==> config.mk <==
export PLATFORM = sky130hd
export DESIGN_NAME = masked_subbytes_serial_flat
export DESIGN_NICKNAME = d
export VERILOG_FILES = /design/src/rtl/masked_subbytes_serial_if.sv /design/src/rtl/masked_subbytes_serial.sv /design/src/flat_wrapper.sv
export SDC_FILE = /design/constraint.sdc
export NUM_CORES = 1
export LEC_CHECK = 0
export ABC_AREA = 0
export CORE_UTILIZATION = 30
export CTS_CLUSTER_DIAMETER = 50
export DETAILED_ROUTE_END_ITERATION = 10
export PLACE_DENSITY_LB_ADDON = 0.08
export SETUP_SLACK_MARGIN = 0.3
export SLEW_MARGIN = 20
export SYNTH_ARGS = -nofsm -noshare
export SYNTH_HDL_FRONTEND = slang
export SYNTH_SLANG_ARGS = --single-unit
==> constraint.sdc <==
create_clock -name CLK -period 7.1 [get_ports CLK]
set_clock_uncertainty 0.05 [all_clocks]
set_input_delay 1.42 -clock CLK [delete_from_list [all_inputs] [get_ports CLK]]
set_output_delay 1.42 -clock CLK [all_outputs]
set_load 0.1 [all_outputs]
==> src/rtl/masked_subbytes_serial_if.sv <==
// Port bundle for the byte-serial masked SubBytes sequencer.
// The master side is the round logic plus the S-box return path.
// The slave side is the sequencer itself.
interface masked_subbytes_serial_if #(
  parameter int NBYTES = 16
);
  // Round-state side
  logic                  start;
  logic [8*NBYTES-1:0]   st0_in;
  logic [8*NBYTES-1:0]   st1_in;
  logic                  busy;
  logic                  done;
  logic [8*NBYTES-1:0]   st0_out;
  logic [8*NBYTES-1:0]   st1_out;
  // Masked S-box side
  logic                  rnd_req;
  logic [7:0]            sbox_in0;
  logic [7:0]            sbox_in1;
  logic [7:0]            sbox_out0;
  logic [7:0]            sbox_out1;

  modport master (
    output start, st0_in, st1_in, sbox_out0, sbox_out1,
    input  busy, done, rnd_req, sbox_in0, sbox_in1, st0_out, st1_out
  );

  modport slave (
    input  start, st0_in, st1_in, sbox_out0, sbox_out1,
    output busy, done, rnd_req, sbox_in0, sbox_in1, st0_out, st1_out
  );
endinterface

==> src/rtl/masked_subbytes_serial.sv <==
// Byte-serial SubBytes sequencer for a first-order masked AES core.
// Streams one shared byte per cycle into an external pipelined masked S-box
// and reassembles the returning shares into a 2-share state. The two shares
// are never combined; the S-box inputs sit at zero whenever no byte is fed.
module masked_subbytes_serial #(
  parameter int NBYTES   = 16,
  parameter int SBOX_LAT = 3
) (
  input  logic                     CLK,
  input  logic                     RST_N,
  masked_subbytes_serial_if.slave  bus
);

  localparam int CW = $clog2(NBYTES) + 1;
  localparam int IW = $clog2(NBYTES);
  localparam logic [CW-1:0] LAST = CW'(NBYTES - 1);

  typedef enum logic [1:0] {
    S_IDLE,
    S_FEED,
    S_DRAIN,
    S_DONE
  } state_t;

  state_t                state;
  logic [CW-1:0]         feed_cnt;
  logic [CW-1:0]         wr_cnt;
  logic [SBOX_LAT-1:0]   vpipe;
  logic [SBOX_LAT-1:0]   vpipe_next;
  logic [8*NBYTES-1:0]   sh0;
  logic [8*NBYTES-1:0]   sh1;
  logic [8*NBYTES-1:0]   out0;
  logic [8*NBYTES-1:0]   out1;
  logic [7:0]            in0;
  logic [7:0]            in1;
  logic                  busy_r;
  logic                  done_r;
  logic                  rnd_r;
  logic                  accept;
  logic                  feed_more;
  logic                  feed_next;
  logic                  capture;
  logic                  last_capture;
  logic [IW-1:0]         next_idx;

  // Decode the events that steer the sequencer during the current cycle
  always_comb begin
    accept       = (state == S_IDLE) && bus.start;
    feed_more    = (state == S_FEED) && (feed_cnt != LAST);
    feed_next    = accept || feed_more;
    vpipe_next   = {vpipe[SBOX_LAT-2:0], (state == S_FEED)};
    capture      = vpipe[SBOX_LAT-1];
    last_capture = capture && (wr_cnt == LAST);
    next_idx     = feed_cnt[IW-1:0] + IW'(1);
  end

  // Sequencer FSM with feed/capture datapath and registered status outputs
  always_ff @(posedge CLK or negedge RST_N) begin
    if (!RST_N) begin
      state    <= S_IDLE;
      feed_cnt <= '0;
      wr_cnt   <= '0;
      vpipe    <= '0;
      sh0      <= '0;
      sh1      <= '0;
      out0     <= '0;
      out1     <= '0;
      in0      <= '0;
      in1      <= '0;
      busy_r   <= 1'b0;
      done_r   <= 1'b0;
      rnd_r    <= 1'b0;
    end else begin
      vpipe <= vpipe_next;
      // Randomness is needed while a byte is entering or still inside the S-box
      rnd_r <= feed_next || (|vpipe_next);

      // A byte leaving the last S-box stage lands at the next output slot
      if (capture) begin
        out0[{wr_cnt[IW-1:0], 3'b000} +: 8] <= bus.sbox_out0;
        out1[{wr_cnt[IW-1:0], 3'b000} +: 8] <= bus.sbox_out1;
        wr_cnt <= wr_cnt + CW'(1);
      end

      case (state)
        S_IDLE: begin
          if (bus.start) begin
            sh0      <= bus.st0_in;
            sh1      <= bus.st1_in;
            feed_cnt <= '0;
            wr_cnt   <= '0;
            // Byte 0 is presented in the very first FEED cycle
            in0      <= bus.st0_in[7:0];
            in1      <= bus.st1_in[7:0];
            busy_r   <= 1'b1;
            state    <= S_FEED;
          end
        end
        S_FEED: begin
          feed_cnt <= feed_cnt + CW'(1);
          if (feed_more) begin
            in0 <= sh0[{next_idx, 3'b000} +: 8];
            in1 <= sh1[{next_idx, 3'b000} +: 8];
          end else begin
            // Park the S-box inputs at zero so no stale share toggles them
            in0   <= 8'h00;
            in1   <= 8'h00;
            state <= S_DRAIN;
          end
        end
        S_DRAIN: begin
          if (last_capture) begin
            busy_r <= 1'b0;
            done_r <= 1'b1;
            state  <= S_DONE;
          end
        end
        S_DONE: begin
          done_r <= 1'b0;
          state  <= S_IDLE;
        end
        default: begin
          state <= S_IDLE;
        end
      endcase
    end
  end

  assign bus.busy     = busy_r;
  assign bus.done     = done_r;
  assign bus.rnd_req  = rnd_r;
  assign bus.sbox_in0 = in0;
  assign bus.sbox_in1 = in1;
  assign bus.st0_out  = out0;
  assign bus.st1_out  = out1;

endmodule

==> src/flat_wrapper.sv <==
// flat-port wrapper written by rule: the top's interface ports become plain ports
module masked_subbytes_serial_flat 
#(
  parameter int NBYTES   = 16,
  parameter int SBOX_LAT = 3
)
  (CLK, RST_N, bus_start, bus_st0_in, bus_st1_in, bus_sbox_out0, bus_sbox_out1, bus_busy, bus_done, bus_rnd_req, bus_sbox_in0, bus_sbox_in1, bus_st0_out, bus_st1_out);
  masked_subbytes_serial_if #(.NBYTES(NBYTES)) bus_i ();
  input  logic CLK;
  input  logic RST_N;
  input wire logic [$bits(bus_i.start)-1:0] bus_start;
  input wire logic [$bits(bus_i.st0_in)-1:0] bus_st0_in;
  input wire logic [$bits(bus_i.st1_in)-1:0] bus_st1_in;
  input wire logic [$bits(bus_i.sbox_out0)-1:0] bus_sbox_out0;
  input wire logic [$bits(bus_i.sbox_out1)-1:0] bus_sbox_out1;
  output wire logic [$bits(bus_i.busy)-1:0] bus_busy;
  output wire logic [$bits(bus_i.done)-1:0] bus_done;
  output wire logic [$bits(bus_i.rnd_req)-1:0] bus_rnd_req;
  output wire logic [$bits(bus_i.sbox_in0)-1:0] bus_sbox_in0;
  output wire logic [$bits(bus_i.sbox_in1)-1:0] bus_sbox_in1;
  output wire logic [$bits(bus_i.st0_out)-1:0] bus_st0_out;
  output wire logic [$bits(bus_i.st1_out)-1:0] bus_st1_out;
  assign bus_i.start = bus_start;
  assign bus_i.st0_in = bus_st0_in;
  assign bus_i.st1_in = bus_st1_in;
  assign bus_i.sbox_out0 = bus_sbox_out0;
  assign bus_i.sbox_out1 = bus_sbox_out1;
  assign bus_busy = bus_i.busy;
  assign bus_done = bus_i.done;
  assign bus_rnd_req = bus_i.rnd_req;
  assign bus_sbox_in0 = bus_i.sbox_in0;
  assign bus_sbox_in1 = bus_i.sbox_in1;
  assign bus_st0_out = bus_i.st0_out;
  assign bus_st1_out = bus_i.st1_out;
  masked_subbytes_serial #(.NBYTES(NBYTES), .SBOX_LAT(SBOX_LAT)) u_core (.CLK(CLK), .RST_N(RST_N), .bus(bus_i));
endmodule
After elaboration in Yosys (flattened, before gate mapping)
Cells that the tools add are included.

storage, ports and cells
  memories kept = 0
  bits of input ports = 275
  register bits = 546
  word-level logic and storage cells = 67
  latch bits = 0
  RAM bits = 0
  ROM bits = 0

operators by class
  multipliers = 0
  div/mod/pow operators = 0
  equality and inequality tests = 8
  bitwise gates (word level) = 0
  add/subtract/negate cells = 4
  order comparisons = 0
  mux-type cells = 22
  shift operators = 5
  reduce and logical (&&, ||, !) cells = 15

operators by type and width
  kind                     number
  $bwmux 128               2
  $shiftx 128x8->8         2
  $shiftx 8x9->128         2
  $shift 8x9->128 const A  1
  $mux 8                   4
  $pmux 8 s2               2
  $mux 5                   4
  $add 5x1->5 const B      2
  $pmux 5 s2               1
  $neg 7->9                1
  $pmux 2 s4               1
  $mux 2                   3
  $reduce_and 2->1         3
  $reduce_and 3->1         2
  $reduce_bool 2->1        3
  $eq 5x4->1 const B       1
  $ne 5x4->1 const B       1
  $add 4x1->4 const B      1
  $eq 2x2->1 const B       2
  $ne 2x2->1 const B       2
  $pmux 1 s2               2
  $logic_and 1x1->1        3
  $mux 1                   3
  $reduce_or 3->1          1
  other kinds (4)          5

Logic depth before layout (Yosys ltp)
Gate-level depths: netlist (run 1).

  word-level depth = 4
  depth in mapped cells = 10
  gate-level depth less buffers = 8

Worst setup path before layout (run 1)
Ideal clock, no wire load.

  path type = input -> register
  start = input bus_start
  end = register u_core.in1[0], in the netlist u_core.bus.sbox_in1[0]
  data required time = 6,926 ps
  path slack = 4,342 ps
  path buffers = 2
  data arrival time = 2,584 ps
  stages = 6
  setup time = 124 ps
  cell sequence = nand2_1 -> o21ai_1 -> buf_2 -> buf_1 -> a21oi_1 -> a211o_1

between the ends
  longest elaborated chain between the ends = 2

RTL lines
  item                        line                           RTL
  start: declaration          flat_wrapper.sv:11             input wire logic [$bits(bus_i.start)-1:0] bus_start;
  $ne 2x2->1 (no line)        --
  $reduce_and 2->1 (no line)  --
  end signal: assignment      masked_subbytes_serial.sv:94   in1 <= bus.st1_in[7:0];
  end signal: assignment      masked_subbytes_serial.sv:103  in1 <= sh1[{next_idx, 3'b000} +: 8];
  end: declaration            masked_subbytes_serial.sv:35   logic [7:0] in1;

Every way passes these cells.
A chain may end at the register's enable or synchronous reset.

Worst setup path after layout (run 1)
  start = register u_core.feed_cnt[0]
  end = register u_core.in1[7], in the netlist u_core.bus.sbox_in1[7]

between the ends
  longest elaborated chain between the ends = 4

RTL lines
  item                                                   line                                                         RTL
  start: declaration                                     masked_subbytes_serial.sv:26                                 logic [CW-1:0] feed_cnt;
  start signal: assignment                               masked_subbytes_serial.sv:100                                feed_cnt <= feed_cnt + CW'(1);
  $add 4x1->4 or $ne 5x4->1 (tied branches)              masked_subbytes_serial.sv:54, masked_subbytes_serial.sv:49
  $shiftx 128x8->8 or $logic_and 1x1->1 (tied branches)  masked_subbytes_serial.sv:103, masked_subbytes_serial.sv:49
  $mux 8 (*)                                             masked_subbytes_serial.sv:101                                if (feed_more) begin
  $pmux 8 s2 (*)                                         masked_subbytes_serial.sv:85                                 case (state)

Every way passes the cells marked *; elsewhere a longest branch is shown, timed or not.

==> impl_results.md, run 1 <==
- Final Setup Violations: 0
- Post-synth EDFFs: 0
- Peak Freq: 221.6 MHz
- Clock slew at reported path FFs: around 0.050 ns
- Global-route wire length before repair: approximately 130000 µm
- Post-Syn Instances: between 2000 and 2500
- WL per Instance: between 20 and 25 µm
- # clock sinks: ~550
- Least-Margin Pin Slew: between 1 and 1.5 ns
- GRT Overall Usage: 21.38%
- Ys Warns: 0
- FF-to-FF End: u_core.bus.sbox_in1[7]
- Total Wirelength: between 80000 and 90000 µm
- Most frequent cells in the layout: 961 x nand2_1, 545 x dfrtp_1, 544 x clkdlybuf4s50_1
- Register bit total from synthesis: 546
- # hold bufs at CTS: 0
- Register area: between 10000 and 15000 µm²
- Post-DP HPWL: roughly 60000 µm
- CP Launch Type: register
- Nets@finish: 3104
- Share of layout cells above drive strength 1: between 10% and 20%
- Pin count of the biggest net entering global routing: between 150 and 200
- Syn nets: ~2600
- Io pins: 550
- Area of the multi-input gates: between 8000 and 9000 µm²
- Final period util: ~64%
- Placeable Area: 76330 µm²
- Post-synth cell types: between 50 and 60
- Unrepaired setup endpoints after global routing: false
- CTS tree: yes
- DRT Pass-1 Iters: 4
- Crit path max fanout: a little under 60
- Initial Util: a little under a third
- TNS Setup: 0 ns
- Global route overflow: 0
- PortBufs: between 500 and 600
- Remaining antenna violation count after routing: 0
- Die W: 280.4 µm
- Max Cap Viol: 0
- Die area: about 79000 µm²
- Hold Crit Depth: 0
- Vias in the first global route: about 19000
- Avg Cell Area, Syn: ~10 µm²
- Hold crit path type: reg2reg
- Worst slew margin: between 20% and 30%
- FFs w/ async S/R, synth: 100.0%
- H-tree lvl count: 3
- Number of setup buffers added after CTS: 0
- Fillcell total: 7538
- Worst Hold End: u_core.vpipe[2]
- Reg-to-reg slack, setup: 2.59 ns
- Row cnt: just over 100
- Seq/Total Area, Yosys: about three fifths
- Initial DRC count: approximately 1000
- Die height: roughly 280 µm
- Status: finished clean
- Setup Crit Path Kind: reg2reg
- Critical path arrival: around 5.0 ns
- Resized cells post-CTS: 0
- Crit end category: register
- Main synth FF type: dfrtp_1
- Worst-skew pair later-pin latency: 0.60 ns
- Inserted Clock Buffers: 78
- Leading cell type in the layout, fill and taps excluded: nand2_1
- Critical Path RT: roughly 7.6 ns
- Final min period: 4.513 ns
- Worst Reg2Reg Path Length in Cells: 6
- Hold Fails Final Rpt: 0
- Drt drc: 0
- Layout area overhead: 39.00%
- Vias per cell: about 4.8
- Min-Delay Startpoint: u_core.vpipe[1]
- Slew Limit Fails: 0
- Post-synthesis cell area: ~23000 µm²
- Initial antenna violation count: 7
- Root buffer cell: clkbuf_16
- R2r startpoint: u_core.feed_cnt[0]
- Max Buffers Root-to-Sink: 3
- GPL Wtd Cong: 0.8773
- Detailed-route via count: about 19000
==> how the worst max path moves through the flow <==
stage,startpoint,cells after the start,end
6_report,u_core.feed_cnt[0],6,u_core.bus.sbox_in1[7]
5_1_grt,u_core.feed_cnt[0],6,u_core.bus.sbox_in1[4]
4_1_cts,u_core.feed_cnt[0],6,u_core.bus.sbox_in1[7]
3_5_place_dp,u_core.feed_cnt[0],6,u_core.bus.sbox_in1[7]
3_3_place_gp,u_core.feed_cnt[0],6,u_core.bus.sbox_in0[0]
2_1_floorplan,bus_start,6,u_core.bus.sbox_in1[0]
==> routing by layer <==
| layer | vias to the layer above | GRT usage, % | part of all wire, % |
|---|---|---|---|
| li1 | 8709 | - | - |
| met1 | 9210 | 24.56 | 39 |
| met2 | 522 | 38.75 | 52 |
| met3 | 134 | 4.955 | 6.2 |
| met4 | 8 | 7.132 | 2.8 |
| met5 | - | 0 | 0.054 |
==> cells in the mapped netlist, types with 2 or more instances <==
master / n / area share [%]
nand2_1: 963 / 16
dfrtp_1: 546 / 59
o21ai_0: 149 / 3.2
clkbuf_1: 121 / 2.0
mux2_2: 118 / 5.7
mux2i_1: 52 / 2.2
a211oi_1: 50 / 1.6
nor2b_1: 50 / 1.3
a311oi_1: 32 / 1.2
nand3_1: 30 / 0.65
nor2_1: 28 / 0.45
a21oi_1: 21 / 0.45
buf_2: 20 / 0.43
a211o_1: 16 / 0.60
mux4_2: 16 / 1.6
nor4_1: 16 / 0.43
inv_1: 12 / 0.19
buf_1: 11 / 0.18
ha_1: 11 / 0.59
mux2_4: 11 / 0.71
nand4_1: 6 / 0.16
and2_1: 5 / 0.13
buf_4: 4 / 0.13
buf_6: 4 / 0.19
xnor2_1: 4 / 0.15
and3_1: 2 / 0.054
nand2b_1: 2 / 0.054
nor3_4: 2 / 0.14
o221ai_1: 2 / 0.075
o22ai_1: 2 / 0.054
xor2_1: 2 / 0.075
==> critical path: stages, from the launching register on <==
cell and delay, ns:
dfrtp_4 1.04, ha_2 0.82, clkinv_1 0.95, nand2_1 0.95, a211oi_1 0.14, a311oi_1 0.32, a211o_1 0.17
==> metrics by stage <==
stage	utilization (%)	setup slack (ns)	cell area, µm²	cells	hold slack (ns)
3_5_place_dp	38.77	2.150	29590	3768	0.3060
4_1_cts	42.33	2.138	32310	3909	0.3187
6_report	42.33	2.587	32310	3911	0.3155
5_1_grt	42.33	2.274	32310	3910	0.3322
3_3_place_gp	38.77	2.375	29590	3768	0.3029
2_1_floorplan	-	4.342	23250	2330	0.2972
==> flip-flops by register name, indices dropped and copies added, names as in the netlist <==
name and cells:
u_core.sh0 128, u_core.bus.done 1, u_core.bus.sbox_in0 8, u_core.bus.st1_out 128, u_core.bus.sbox_in1 8, u_core.bus.busy 1, u_core.state 2, u_core.bus.st0_out 128
u_core.bus.rnd_req 1, u_core.wr_cnt 5, u_core.sh1 128, u_core.feed_cnt 5, u_core.vpipe 3
==> cells by family after synthesis <==
group | after synthesis | synth area share (%)
multiplexers | 197 | 10.22
AO/OA/AOI/OAI | 279 | 7.514
XOR/XNOR | 8 | 0.3660
buffers and inverters | 175 | 3.181
flip-flops | 546 | 58.78
AND/OR/NAND/NOR | 1114 | 19.36
adder cells (fa/ha/maj) | 11 | 0.5921
==> area by class of cell <==
| cell class | instances | share of cell area [%] |
|---|---|---|
| Antenna cell | 2 | 0.01549 |
| Inverter | 13 | 0.1510 |
| Tap cell | 1030 | 3.988 |
| Sequential cell | 546 | 42.30 |
| Multi-Input combinational cell | 1609 | 27.53 |
| Timing Repair Buffer | 570 | 17.60 |
| Clock inverter | 43 | 1.700 |
| Clock buffer | 98 | 6.714 |
Power of run 1 is left out: the tool's default activity adds up to more than one toggle a clock period on the data nets, which glitch-free logic cannot reach.
==> run 2, diff against run 1 <==
Clock period 7.1 ns to 3.76 ns, I/O delays scaled along.
==> impl_results.md, run 2 (synthesis results as in run 1) <==
- Met3 WL: 5984 µm (+13%)
- CTS tree: yes
- Initial Util: 30.46% (unchanged)
- Detailed-route via count: 18590 (+0.027%)
- Slew Limit Fails: 0 (unchanged)
- TNS Setup: 0 ns (unchanged)
- # clock sinks: 546 (unchanged)
- DRT Pass-1 Iters: 5 (+1)
- Io pins: 550 (unchanged)
- Layout area overhead: 40.08%
- Total Wirelength: 82940 µm (-2.4%)
- PortBufs: 549 (unchanged)
- Pin count of the biggest net entering global routing: 163 (-6.9%)
- Root buffer cell: clkbuf_16
- Inserted Clock Buffers: 77 (-1.3%)
- Placed Area: 29760 µm² (+0.56%)
- Vias per cell: 4.726 (-0.53%)
- Drt drc: 0 (unchanged)
- Pre-CTS WS: 0.6462 ns (-1.504 ns)
- DRT met1 WL: 31020 µm (-6.2%)
- Met2 WL: 43370 µm (-2.0%)
- Worst path max stage delay: 0.72 ns (-0.32 ns)
- Slowest cell on crit path: dfrtp_1
- Max Buffers Root-to-Sink: 3 (unchanged)
- Share of layout cells above drive strength 1: 12.26% (+1.1 points)
- Final min period: 3.149 ns (-1.364 ns)
- DR top layer: met5
- Unrepaired setup endpoints after global routing: false
- Peak Freq: 317.5 MHz (+43%)
- Global-route wire length before repair: 124600 µm (-0.66%)
- Vias in the first global route: 19560 (+0.77%)
- Die W: 280.4 µm (unchanged)
- Initial antenna violation count: 25 (+18)
- Row cnt: 101 (unchanged)
- Final Setup Violations: 0 (unchanged)
- Worst slew margin: 25.87% (+3.9 points)
- Post-DP HPWL: 59720 µm (-1.2%)
- Global route overflow: 0 (unchanged)
- Min setup slack post-route: 0.6107 ns (-1.976 ns)
- Setup Crit Path Kind: reg2reg
- H-tree lvl count: 3 (unchanged)
- Initial DRC count: 972 (-6.2%)
- Crit end category: register
- Status: finished clean
- Clock slew at reported path FFs: 0.05 ns (about the same)
- Crit path max fanout: 16 (-73%)
- Cell chain of the critical path: inv_1 > ha_1 > nand2b_1 > o32ai_1 > and2_1 > nand3_1 > mux2_2
- Final Instance Area: 32560 µm² (+0.77%)
- Die height: 280.4 µm (unchanged)
- # hold bufs at CTS: 0 (unchanged)
- Critical Path RT: 4.20 ns (-3.39 ns)
- Leading cell type in the layout, fill and taps excluded: nand2_1
- Final period util: 83.76% (+20 points)
- WL per Instance: 21.09 µm (-3.0%)
- Nets@finish: 3122 (+0.58%)
- Worst-skew pair later-pin latency: 0.62 ns (+0.02 ns)
- GRT Overall Usage: 21.14% (-0.24 points)
- Most frequent cells in the layout: 962 x nand2_1, 545 x dfrtp_1, 527 x clkdlybuf4s50_1
- CP Launch Type: register
- Die area: 78600 µm² (unchanged)
- Placeable Area: 76330 µm² (unchanged)
- Hold Fails Final Rpt: 0 (unchanged)
- Hold crit path type: in2async
- Least-Margin Pin Slew: 1.108 ns (-0.05816 ns)
- Remaining antenna violation count after routing: 0 (unchanged)
- GPL Wtd Cong: 0.8921 (+1.7%)
- Number of setup buffers added after CTS: 0 (unchanged)
- Max Cap Viol: 0 (unchanged)
- Critical path arrival: 3.59 ns (-1.42 ns)
- Resized cells post-CTS: 0 (unchanged)
[run 2: cell count changes in the layout (fill, tap and decap cells not counted), sizes merged]
| cell | delta |
|---|---|
| bufinv | +1 |
| clkinvlp | +1 |
| buf | +36 |
| diode | +5 |
| clkbuf | -4 |
| clkdlybuf4s50 | -17 |
[run 2: per-layer routing]
metal  GRT usage [%]  vias to the layer above
met4           7.062                       36
met3           6.312                      155
li1                -                     8738
met1           23.59                     9164
met5               0                        -
met2           38.07                      495
[run 2: worst paths after layout]
path	startpoint	to	slack [ns]	cells past startpoint
max in group asynchronous	RST_N	u_core.bus.st1_out[35]	2.51	2
min in group CLK	u_core.vpipe[1]	u_core.vpipe[2]	0.32	0
hold reg to reg	u_core.vpipe[1]	u_core.vpipe[2]	0.32	0
setup / recovery	u_core.wr_cnt[0]	u_core.bus.st0_out[48]	0.61	7
hold / removal	RST_N	u_core.bus.st1_out[62]	0.03	1
setup reg to reg	u_core.wr_cnt[0]	u_core.bus.st0_out[48]	0.61	7
[run 2: stage by stage]
| stage | hold WS [ns] | std cells | util [%] |
|---|---|---|---|
| after floorplan | 0.2972 | 2330 | - |
| after global placement | 0.3028 | 3787 | 38.99 |
| after detailed placement | 0.3091 | 3787 | 38.99 |
| after CTS | 0.01223 | 3926 | 42.64 |
| after global routing | 0.03375 | 3929 | 42.65 |
| final | 0.02539 | 3933 | 42.66 |
[run 2: final cells by class]
| cell class | count | area, µm² |
|---|---|---|
| clock buffer | 94 | 2111 |
| antenna | 7 | 17.52 |
| inverter | 13 | 48.80 |
| fill | 7549 | 43770 |
| tap | 1030 | 1289 |
| sequential | 546 | 13670 |
| multi-input combinational | 1609 | 8880 |
| clock inverter | 45 | 676.9 |
| timing repair buffer | 589 | 5873 |
[run 2: worst max-delay path: cells and delay by family, from the launching register on]
kind,cells,cell delay (ns)
fa+ha+maj,1,0.32
buf+inv,1,0.19
simple gates,3,1.06
compound gates,1,0.15
mux,1,0.52
flops,1,0.72
Power of run 2 is left out for the same reason.
==> run 3, diff against run 2 <==
Clock period 3.76 ns to 2.7 ns, I/O delays scaled along.
==> impl_results.md, run 3 (synthesis results as in run 1) <==
- CP Launch Type: register
- Pin count of the biggest net entering global routing: 195 (+20%)
- Least-Margin Pin Slew: 1.102 ns (-0.006727 ns)
- Vias per cell: 4.712 (-0.30%)
- WP buf/inv: 1 (unchanged)
- Status: finished clean
- Nets@finish: 3199 (+2.5%)
- Hold Fails Final Rpt: 0 (unchanged)
- Final period util: 88.15% (+4.4 points)
- Post-DP HPWL: 59960 µm (+0.40%)
- Inserted Clock Buffers: 80 (+3.9%)
- Number of setup buffers added after CTS: 0 (unchanged)
- Global-route wire length before repair: 122300 µm (-1.8%)
- GPL Wtd Cong: 0.9000 (+0.89%)
- CTS tree: yes
- Layout Utilization: 42.70% (about the same)
- Share of layout cells above drive strength 1: 23.34% (+11 points)
- Slew Limit Fails: 0 (unchanged)
- DRT Pass-1 Iters: 5 (unchanged)
- CP delay by family, top: compound AO/OA/AOI/OAI gates
- Layout area overhead: 40.20% (about the same)
- Worst path max stage delay: 0.50 ns (-0.22 ns)
- Initial antenna violation count: 8 (-68%)
- Clock slew at reported path FFs: 0.06 ns (about the same)
- Fillcell total: 7609 (+0.79%)
- Critical path arrival: 2.82 ns (-0.77 ns)
- Drt drc: 0 (unchanged)
- Die height: 280.4 µm (unchanged)
- Slowest cell on crit path: dfrtp_4
- Leading cell type in the layout, fill and taps excluded: nand2_1
- H-tree lvl count: 3 (unchanged)
- Cell chain of the critical path: ha_4 > xor2_4 > buf_12 > mux4_2 > o21ai_0 > nor4_1 > a211o_1
- Total Wirelength: 82820 µm (-0.15%)
- Row cnt: 101 (unchanged)
- Placeable Area: 76330 µm² (unchanged)
- Vias in the first global route: 19620 (+0.30%)
- Global route overflow: 0 (unchanged)
- Peak Freq: 420.2 MHz (+32%)
- GRT Overall Usage: 20.77% (-0.37 points)
- Critical Path RT: 3.14 ns (-1.06 ns)
- Crit path max fanout: 16 (unchanged)
- Hold crit path type: reg2reg
- Initial DRC count: 932 (-4.1%)
- Initial Util: 30.46% (unchanged)
- Detailed-route via count: 18890 (+1.6%)
- PortBufs: 549 (unchanged)
- Final min period: 2.380 ns (-0.7694 ns)
- TNS Setup: 0 ns (unchanged)
- Max Buffers Root-to-Sink: 3 (unchanged)
- Root buffer cell: clkbuf_16
- Die area: 78600 µm² (unchanged)
- Setup Crit Path Kind: reg2reg
- Unrepaired setup endpoints after global routing: true
- WL per Instance: 20.66 µm (-2.0%)
- Max Cap Viol: 0 (unchanged)
- Die W: 280.4 µm (unchanged)
- Remaining antenna violation count after routing: 0 (unchanged)
- Io pins: 550 (unchanged)
- Final Setup Violations: 0 (unchanged)
- Worst-skew pair later-pin latency: 0.61 ns (about the same)
- Most frequent cells in the layout: 962 x nand2_1, 545 x dfrtp_1, 371 x buf_4
- # clock sinks: 546 (unchanged)
- Worst slew margin: 26.55% (+0.68 points)
- Crit end category: register
==> run 3: changes by cell type in the layout (fill, tap and decap cells not counted), moves of 3 or more <==
cell and delta:
buf_12 +3, buf_4 +320, bufinv_16 -3, clkbuf_16 +7
clkdlybuf4s50_1 -254, clkinv_16 -3, diode_2 -3, nor4_1 -5
nor4_2 +5
==> run 3: final timing paths <==
kind | endpoint | startpoint | cells after the start | slack [ns]
min in group asynchronous | u_core.bus.st1_out[62] | RST_N | 2 | 0.40
setup / recovery | u_core.bus.sbox_in1[2] | u_core.feed_cnt[0] | 7 | 0.32
max in group asynchronous | u_core.sh0[72] | RST_N | 4 | 1.24
hold / removal | u_core.vpipe[1] | u_core.vpipe[0] | 0 | 0.33
hold reg to reg | u_core.vpipe[1] | u_core.vpipe[0] | 0 | 0.33
setup reg to reg | u_core.bus.sbox_in1[2] | u_core.feed_cnt[0] | 7 | 0.32
==> run 3: cell type report <==
cell class	count	area [µm²]	share of cell area, %
clock inverters	42	494.2	1.516
diodes	4	10.01	0.03071
inverters	13	48.80	0.1497
clock buffers	101	2265	6.949
well taps	1030	1289	3.954
multi-input cells	1609	8936	27.42
repair buffers	663	5882	18.05
flip-flops and latches	546	13670	41.93
==> run 3: what timing repair did <==
action                                  4_1_cts  5_1_grt
endpoints found under the setup margin       15       34
hold buffers                                  1        0
hold endpoints to repair                     30        0
gates resized for setup                       4       11
cloned                                        0        1
==> run 3: worst reg2reg max path: stages (launching register included) <==
cell     delay (ns)
dfrtp_4        0.50
ha_4           0.19
xor2_4         0.21
buf_12         0.19
mux4_2         0.34
o21ai_0        0.39
nor4_1         0.12
a211o_1        0.28
==> run 3: routing by layer <==
layer  routed length, µm  global-route usage (%)
met3                5233                   5.471
met1               32610                   24.25
met2               42400                   36.75
met4                2504                   6.782
met5                  69                       0
==> run 3: per-stage QoR <==
stage	setup WS, ns	cell area (µm²)	hold WS [ns]	cells
after floorplan	0.3026	23250	0.1944	2330
after global placement	0.2346	29710	0.3046	3859
after detailed placement	0.2348	29710	0.3138	3859
after CTS	0.2869	32490	0.3316	4003
after global routing	0.2720	32580	0.3455	4005
final	0.3201	32590	0.3275	4008
Power of run 3 is left out for the same reason.
